===== config.mk =====
export PLATFORM = sky130hd
export DESIGN_NAME = sipo_deser_flat
export DESIGN_NICKNAME = d
export VERILOG_FILES = /design/src/rtl/sipo_if.sv /design/src/rtl/sipo_deser.sv /design/src/flat_wrapper.sv
export SDC_FILE = /design/constraint.sdc
export NUM_CORES = 1
export LEC_CHECK = 0
export CAP_MARGIN = 5
export CORE_ASPECT_RATIO = 1.4
export CORE_UTILIZATION = 47
export CTS_BUF_LIST = sky130_fd_sc_hd__clkbuf_16
export CTS_CLUSTER_SIZE = 28
export DETAILED_ROUTE_END_ITERATION = 8
export PLACE_DENSITY = 0.81
export SKIP_LAST_GASP = 1
export SYNTH_ARGS = -nofsm -noshare
export SYNTH_HDL_FRONTEND = slang
export SYNTH_SLANG_ARGS = --single-unit

===== constraint.sdc =====
create_clock -name clk -period 1.51 [get_ports clk]
set_clock_uncertainty 0.05 [all_clocks]
set_input_delay 0.151 -clock clk [delete_from_list [all_inputs] [get_ports clk]]
set_output_delay 0.151 -clock clk [all_outputs]
set_load 0.005 [all_outputs]

===== src/rtl/sipo_if.sv =====
// Serial-in / parallel-out deserialiser bus.
// Serial side in, word side out with a valid/ready handshake.
interface sipo_if #(
  parameter int WIDTH = 8,
  parameter int CW    = $clog2(WIDTH)
);
  logic             si;
  logic             si_valid;
  logic             frame_start;
  logic [WIDTH-1:0] po;
  logic             po_valid;
  logic             po_ready;
  logic             overrun;
  logic             clr_ovr;
  logic [CW-1:0]    bit_cnt;

  modport master (
    output si, si_valid, frame_start,
    output po_ready, clr_ovr,
    input  po, po_valid, overrun, bit_cnt
  );

  modport slave (
    input  si, si_valid, frame_start,
    input  po_ready, clr_ovr,
    output po, po_valid, overrun, bit_cnt
  );
endinterface


===== src/rtl/sipo_deser.sv =====
// Parametrised deserialiser: assembles WIDTH serial bits into a word
// held in an output register until the consumer accepts it.
module sipo_deser #(
  parameter int WIDTH     = 8,
  parameter int MSB_FIRST = 1
) (
  input  logic   clk,
  input  logic   rst,
  sipo_if.slave  bus
);
  localparam int CW = $clog2(WIDTH);

  typedef enum logic {
    EMPTY = 1'b0,
    FULL  = 1'b1
  } state_t;

  state_t           state;
  logic [WIDTH-1:0] sreg;
  logic [WIDTH-1:0] shifted;
  logic [WIDTH-1:0] seed;
  logic [WIDTH-1:0] po_q;
  logic [CW-1:0]    cnt;
  logic             ovr_q;
  logic             last;
  logic             done;

  // seed is the word holding only the first bit of a fresh frame
  always_comb begin
    shifted = '0;
    seed    = '0;
    if (MSB_FIRST != 0) begin
      shifted = {sreg[WIDTH-2:0], bus.si};
      seed    = {{(WIDTH-1){1'b0}}, bus.si};
    end else begin
      shifted = {bus.si, sreg[WIDTH-1:1]};
      seed    = {bus.si, {(WIDTH-1){1'b0}}};
    end
  end

  assign last = (cnt == CW'(WIDTH - 1));
  assign done = bus.si_valid && !bus.frame_start && last;

  always_ff @(posedge clk) begin
    if (rst) begin
      sreg  <= '0;
      cnt   <= '0;
      po_q  <= '0;
      ovr_q <= 1'b0;
      state <= EMPTY;
    end else begin
      if (bus.frame_start) begin
        sreg <= bus.si_valid ? seed : '0;
        cnt  <= bus.si_valid ? CW'(1) : '0;
      end else if (bus.si_valid) begin
        if (last) begin
          sreg <= '0;
          cnt  <= '0;
        end else begin
          sreg <= shifted;
          cnt  <= cnt + CW'(1);
        end
      end

      unique case (state)
        EMPTY: begin
          if (done) begin
            po_q  <= shifted;
            state <= FULL;
          end
        end
        FULL: begin
          if (done) begin
            if (bus.po_ready) po_q <= shifted;
          end else if (bus.po_ready) begin
            state <= EMPTY;
          end
        end
        default: state <= EMPTY;
      endcase

      // a fresh drop outranks a simultaneous clear
      if (state == FULL && done && !bus.po_ready)
        ovr_q <= 1'b1;
      else if (bus.clr_ovr)
        ovr_q <= 1'b0;
    end
  end

  assign bus.po       = po_q;
  assign bus.po_valid = (state == FULL);
  assign bus.overrun  = ovr_q;
  assign bus.bit_cnt  = cnt;
endmodule

===== src/flat_wrapper.sv =====
// flat-port wrapper written by rule: the top's interface ports become plain ports
module sipo_deser_flat 
#(
  parameter int WIDTH     = 8,
  parameter int MSB_FIRST = 1
)
  (clk, rst, bus_si, bus_si_valid, bus_frame_start, bus_po_ready, bus_clr_ovr, bus_po, bus_po_valid, bus_overrun, bus_bit_cnt);
  sipo_if #(.WIDTH(WIDTH)) bus_i ();
  input  logic clk;
  input  logic rst;
  input wire logic [$bits(bus_i.si)-1:0] bus_si;
  input wire logic [$bits(bus_i.si_valid)-1:0] bus_si_valid;
  input wire logic [$bits(bus_i.frame_start)-1:0] bus_frame_start;
  input wire logic [$bits(bus_i.po_ready)-1:0] bus_po_ready;
  input wire logic [$bits(bus_i.clr_ovr)-1:0] bus_clr_ovr;
  output wire logic [$bits(bus_i.po)-1:0] bus_po;
  output wire logic [$bits(bus_i.po_valid)-1:0] bus_po_valid;
  output wire logic [$bits(bus_i.overrun)-1:0] bus_overrun;
  output wire logic [$bits(bus_i.bit_cnt)-1:0] bus_bit_cnt;
  assign bus_i.si = bus_si;
  assign bus_i.si_valid = bus_si_valid;
  assign bus_i.frame_start = bus_frame_start;
  assign bus_i.po_ready = bus_po_ready;
  assign bus_i.clr_ovr = bus_clr_ovr;
  assign bus_po = bus_i.po;
  assign bus_po_valid = bus_i.po_valid;
  assign bus_overrun = bus_i.overrun;
  assign bus_bit_cnt = bus_i.bit_cnt;
  sipo_deser #(.WIDTH(WIDTH), .MSB_FIRST(MSB_FIRST)) u_core (.clk(clk), .rst(rst), .bus(bus_i));
endmodule

Word level (Yosys, flattened, before mapping) --
Cells that the tools add are included.
Storage, ports and cells: register bits 20, latch bits 0, RAM bits 0, memory bits (read-only) 0, bits of input ports 7, output and inout port bits 13, memories kept 0
Operators by class: add/subtract/negate cells 1, multipliers 0, divide/modulo/power cells 0, $lt $le $gt $ge 0, equal/unequal tests 4, shifts and indexed selects 0, muxes and demuxes 18, bitwise operators 1, reduce and logical (&&, ||, !) cells 9
Operators by type and width (number):
- 8-bit two-way mux | 3
- 7-bit two-way mux | 3
- 8-bit one-hot mux with 2 select lines | 1
- 3-bit two-way mux | 3
- 1-bit two-way mux | 7
- 1-bit logical AND | 4
- 2-bit != test (second input constant) | 2
- 2-bit nonzero test | 2
- 3-bit by 1-bit adder with 3-bit output (second input constant) | 1
- 3-bit equality test (second input constant) | 1
- 3-bit AND reduction | 1
- 1-bit logical NOT | 2
- 2-bit by 1-bit != test with 1-bit output (second input constant) | 1
- 1-bit one-hot mux with 2 select lines | 1
- 1-bit inverter | 1

Logic depth before layout (Yosys ltp) --
word-level depth 6, mapped depth 6, depth with buffers taken out 5

Worst setup path before layout --
No wires, ideal clock.
path kind register to register, start point register u_core.cnt[0], in the netlist u_core.bus.bit_cnt[0], end point register u_core.po_q[0], in the netlist u_core.bus.po[0], library setup time 0.072 ns, data arrival time 1.301 ns, path slack 0.087 ns, stages on the path, launching flop included 7, period minus slack after synthesis 1.423 ns, cells stage by stage dfxtp_1 > ha_1 > ha_1 > nand3b_2 > nor2b_2 > buf_6 > mux2i_1
On the way: cells in the longest elaborated chain, start to end 4
RTL lines:
- start: declaration | line sipo_deser.sv:23 | logic [CW-1:0] cnt;
- start signal: assignment | line sipo_deser.sv:54 | cnt <= bus.si_valid ? CW'(1) : '0;
- start signal: assignment | line sipo_deser.sv:61 | cnt <= cnt + CW'(1);
- 3-bit equality test (*) | line sipo_deser.sv:41 | assign last = (cnt == CW'(WIDTH - 1));
- 1-bit logical AND (*) | line sipo_deser.sv:42 | assign done = bus.si_valid && !bus.frame_start && last;
- 2-bit != test (no line) or 2-bit by 1-bit != test with 1-bit output (tied branches)
- 3-bit AND reduction (no line) (*)
- end signal: assignment | line sipo_deser.sv:68 | po_q <= shifted;
- end signal: assignment | line sipo_deser.sv:74 | if (bus.po_ready) po_q <= shifted;
- end: declaration | line sipo_deser.sv:22 | logic [WIDTH-1:0] po_q;
Mark *: on every way between the ends. The rest lies on a longest branch, timed or not. A chain may end at the register's enable or synchronous reset.

Worst setup path after layout --
start point register u_core.cnt[0], in the netlist u_core.bus.bit_cnt[0], end point register u_core.po_q[6], in the netlist u_core.bus.po[6]
Same word-level chain as after synthesis.

==> run metrics <==
status=finished clean; Syn Inst Count=90; fin cells=133; CTS sink cnt=20; Synth top area share=45.9%; crit path from=u_core.bus.bit_cnt[0]; post-DR vias/cell=5.05; # DRC=0; sequential share of the synthesized area=45.9%; crit path time final=1430 ps; Final setup viols=0; via count=671; Hold Startpoint=u_core.sreg[6]; crit path buf inv count=1; Worst Path Arrival=1550 ps; CTS root buf=clkbuf_16; global route overflow=0; dominant cells by area after synthesis=dfxtp_1 (46%), nand2b_1 (17%), mux2i_1 (11%); Worst Max-Slew Pin Slew=281 ps; Pwr per Cell Area=934 mW/mm^2; initial DRC count=3; CP Capture Point=u_core.bus.po[6]; Largest delay share family, worst path=flip-flops; final setup margin=82.3 ps; crit end category=register; clock transition at the registers of the reported paths=60 ps; Yosys Warn Count=0; P_leak=0.430 nW; total core area=0.00176 sq mm; final number of hold-violating endpoints=0; min-delay worst type=reg -> reg; Worst-Skew Late Latency=250 ps; Fin Hold WS=422 ps; Ports=20; Placed Cells=129; Routed Antenna Nets=0; chip height=53.0 um; first-pass GRT wire length=2750 um; vias in the first global route=660; H-tree Lvls=1; ANT cells=0; Initial Util=49.6%; antenna violations before repair=0; clock buffer depth=2; die width=38.4 um; max-slew violation count=0; per-cell routed wire length=13.0 um; Cell Area, Synth=872 sq um; Final Cycle Share=94.6%; site row count=18; largest net degree at the start of global routing=21; first drt pass iteration count=4; routed wire length=1730 um; Area Overhead vs Synth=40.6%; nets=123; R2R Path End=u_core.bus.po[6]; crit-path cells=ha_2 -> ha_4 -> nand3b_4 -> nor2b_4 -> buf_12 -> mux2i_1; Setup crit start kind=register; slew margin rel.=81.3%; layout cells sized above 1=14.2%; worst hold stages=2; Synth Register Bits=20; Crit. path cell count=6; VDD IR max=681 uV; CP max stage cell=dfxtp_2; Setup Slack @ Placement=6.06 ps; RSZ-0062 raised after global routing=no; Num CTS Buffers=3; Worst Path Max Fanout=8; syn_nets=99; Post CTS Setup Buffer Count=0; gr usage total=19.5%; Max-Cap Viols=0; full die area=0.00203 sq mm; unique cell type count in the Yosys netlist=19; cells on worst reg2reg path=6; Post-Route Setup TNS=0 ps; CTS tree=done; syn avg cell area=9.69 sq um; R2R Path Start=u_core.bus.bit_cnt[0]; critical path data required time=1630 ps; slowest stage delay, CP=350 ps; gpl congestion=0.687; final core utilization=69.8%; IO buf count=19; FMAX=700 MHz; area leader, netlist=dfxtp_1; r2r setup slk=80 ps; post-DP HPWL=1200 um; crit path kind=reg -> reg
==> synthesized netlist by cell type <==
library cell,instances
nand2b_1,24
nand3b_1,6
o21ai_1,1
buf_6,1
inv_1,1
or2_1,1
dfxtp_1,20
nor2b_2,1
buf_2,2
a21oi_1,8
nor2b_1,1
o22ai_1,1
nand3b_2,1
mux2i_1,10
ha_1,2
nor2_1,5
nand2_1,1
clkbuf_1,3
a32oi_1,1
==> power breakdown <==
part	leakage, nW	internal (mW)	switching (mW)
clock network	0.0385	0.352	0.188
logic	0.229	0.0404	0.0270
registers	0.162	0.533	0.00444
total	0.430	0.925	0.220
==> worst min path at each step <==
stage                             to  slack, ps
floorplan           u_core.bus.po[0]        260
global placement      u_core.sreg[6]        410
detailed placement  u_core.bus.po[5]        410
CTS                   u_core.sreg[6]        420
global route          u_core.sreg[6]        440
finish                u_core.sreg[6]        420
==> layer usage <==
layer	vias to the layer above	share of wire, %	track usage (%)
li1	343	-	-
met1	309	44	22.7
met2	15	52	33.1
met3	4	3.3	3.78
met4	0	1.3	9.77
met5	-	0	0
==> sequential cells by signal, summed over array words and instances, names as in the netlist <==
signal,cells
u_core.bus.bit_cnt,3
u_core.bus.po_valid,1
u_core.bus.po,8
u_core.bus.overrun,1
u_core.sreg,7
==> layout by cell type (no fill, tap or decap) <==
master | synthesis | layout
mux2i_1 | 10 | 9
mux2i_2 | 0 | 1
nor2_1 | 5 | 5
nand2b_1 | 24 | 24
inv_1 | 1 | 1
buf_4 | 0 | 5
ha_2 | 0 | 1
nand3b_4 | 0 | 1
o21ai_1 | 1 | 1
or2_1 | 1 | 1
nor2b_4 | 0 | 1
dfxtp_1 | 20 | 18
a21oi_1 | 8 | 8
dfxtp_2 | 0 | 2
nand2_1 | 1 | 1
ha_4 | 0 | 1
buf_12 | 0 | 1
clkbuf_16 | 0 | 3
a32oi_1 | 1 | 1
nor2b_1 | 1 | 1
clkinv_1 | 0 | 1
clkdlybuf4s50_1 | 0 | 19
nand3b_1 | 6 | 6
o22ai_1 | 1 | 1
==> tightest hold or removal path: stages (launching register included) <==
cell and delay [ps]:
dfxtp_1 310, nand2b_1 60, a21oi_1 50
==> area by class of cell <==
type | count | area [sq um]
Tap cell | 20 | 25.0
Clock inverter | 1 | 3.75
Timing Repair Buffer | 25 | 248
Fill cell | 132 | 531
Inverter | 1 | 3.75
Sequential cell | 20 | 403
Clock buffer | 3 | 75.1
Multi-Input combinational cell | 63 | 468
==> through the flow <==
| step | cell area (sq um) | power (mW) |
|---|---|---|
| 2_1_floorplan | 872 | 0.582 |
| 3_3_place_gp | 1110 | 0.612 |
| 3_5_place_dp | 1110 | 0.614 |
| 4_1_cts | 1200 | 1.15 |
| 5_1_grt | 1230 | 1.18 |
| 6_report | 1230 | 1.14 |
==> what timing repair did <==
item                                    in CTS  in global routing
gates resized for setup                      1                  7
endpoints found under the setup margin       1                  8
hold buffers                                 0                  0
==> logic make-up (layout without fill, tap and decap cells) <==
group / count (synthesis) / in the layout / synth area share, %
and+or+nand+nor: 40 / 40 / 28.7
DFF: 20 / 20 / 45.9
AOI/OAI and AO/OA: 11 / 11 / 6.89
muxes: 10 / 10 / 11.5
buffers and inverters: 7 / 30 / 4.16
adders and majority gates: 2 / 2 / 2.87
No activity file was read; power rests on OpenSTA's default activity.
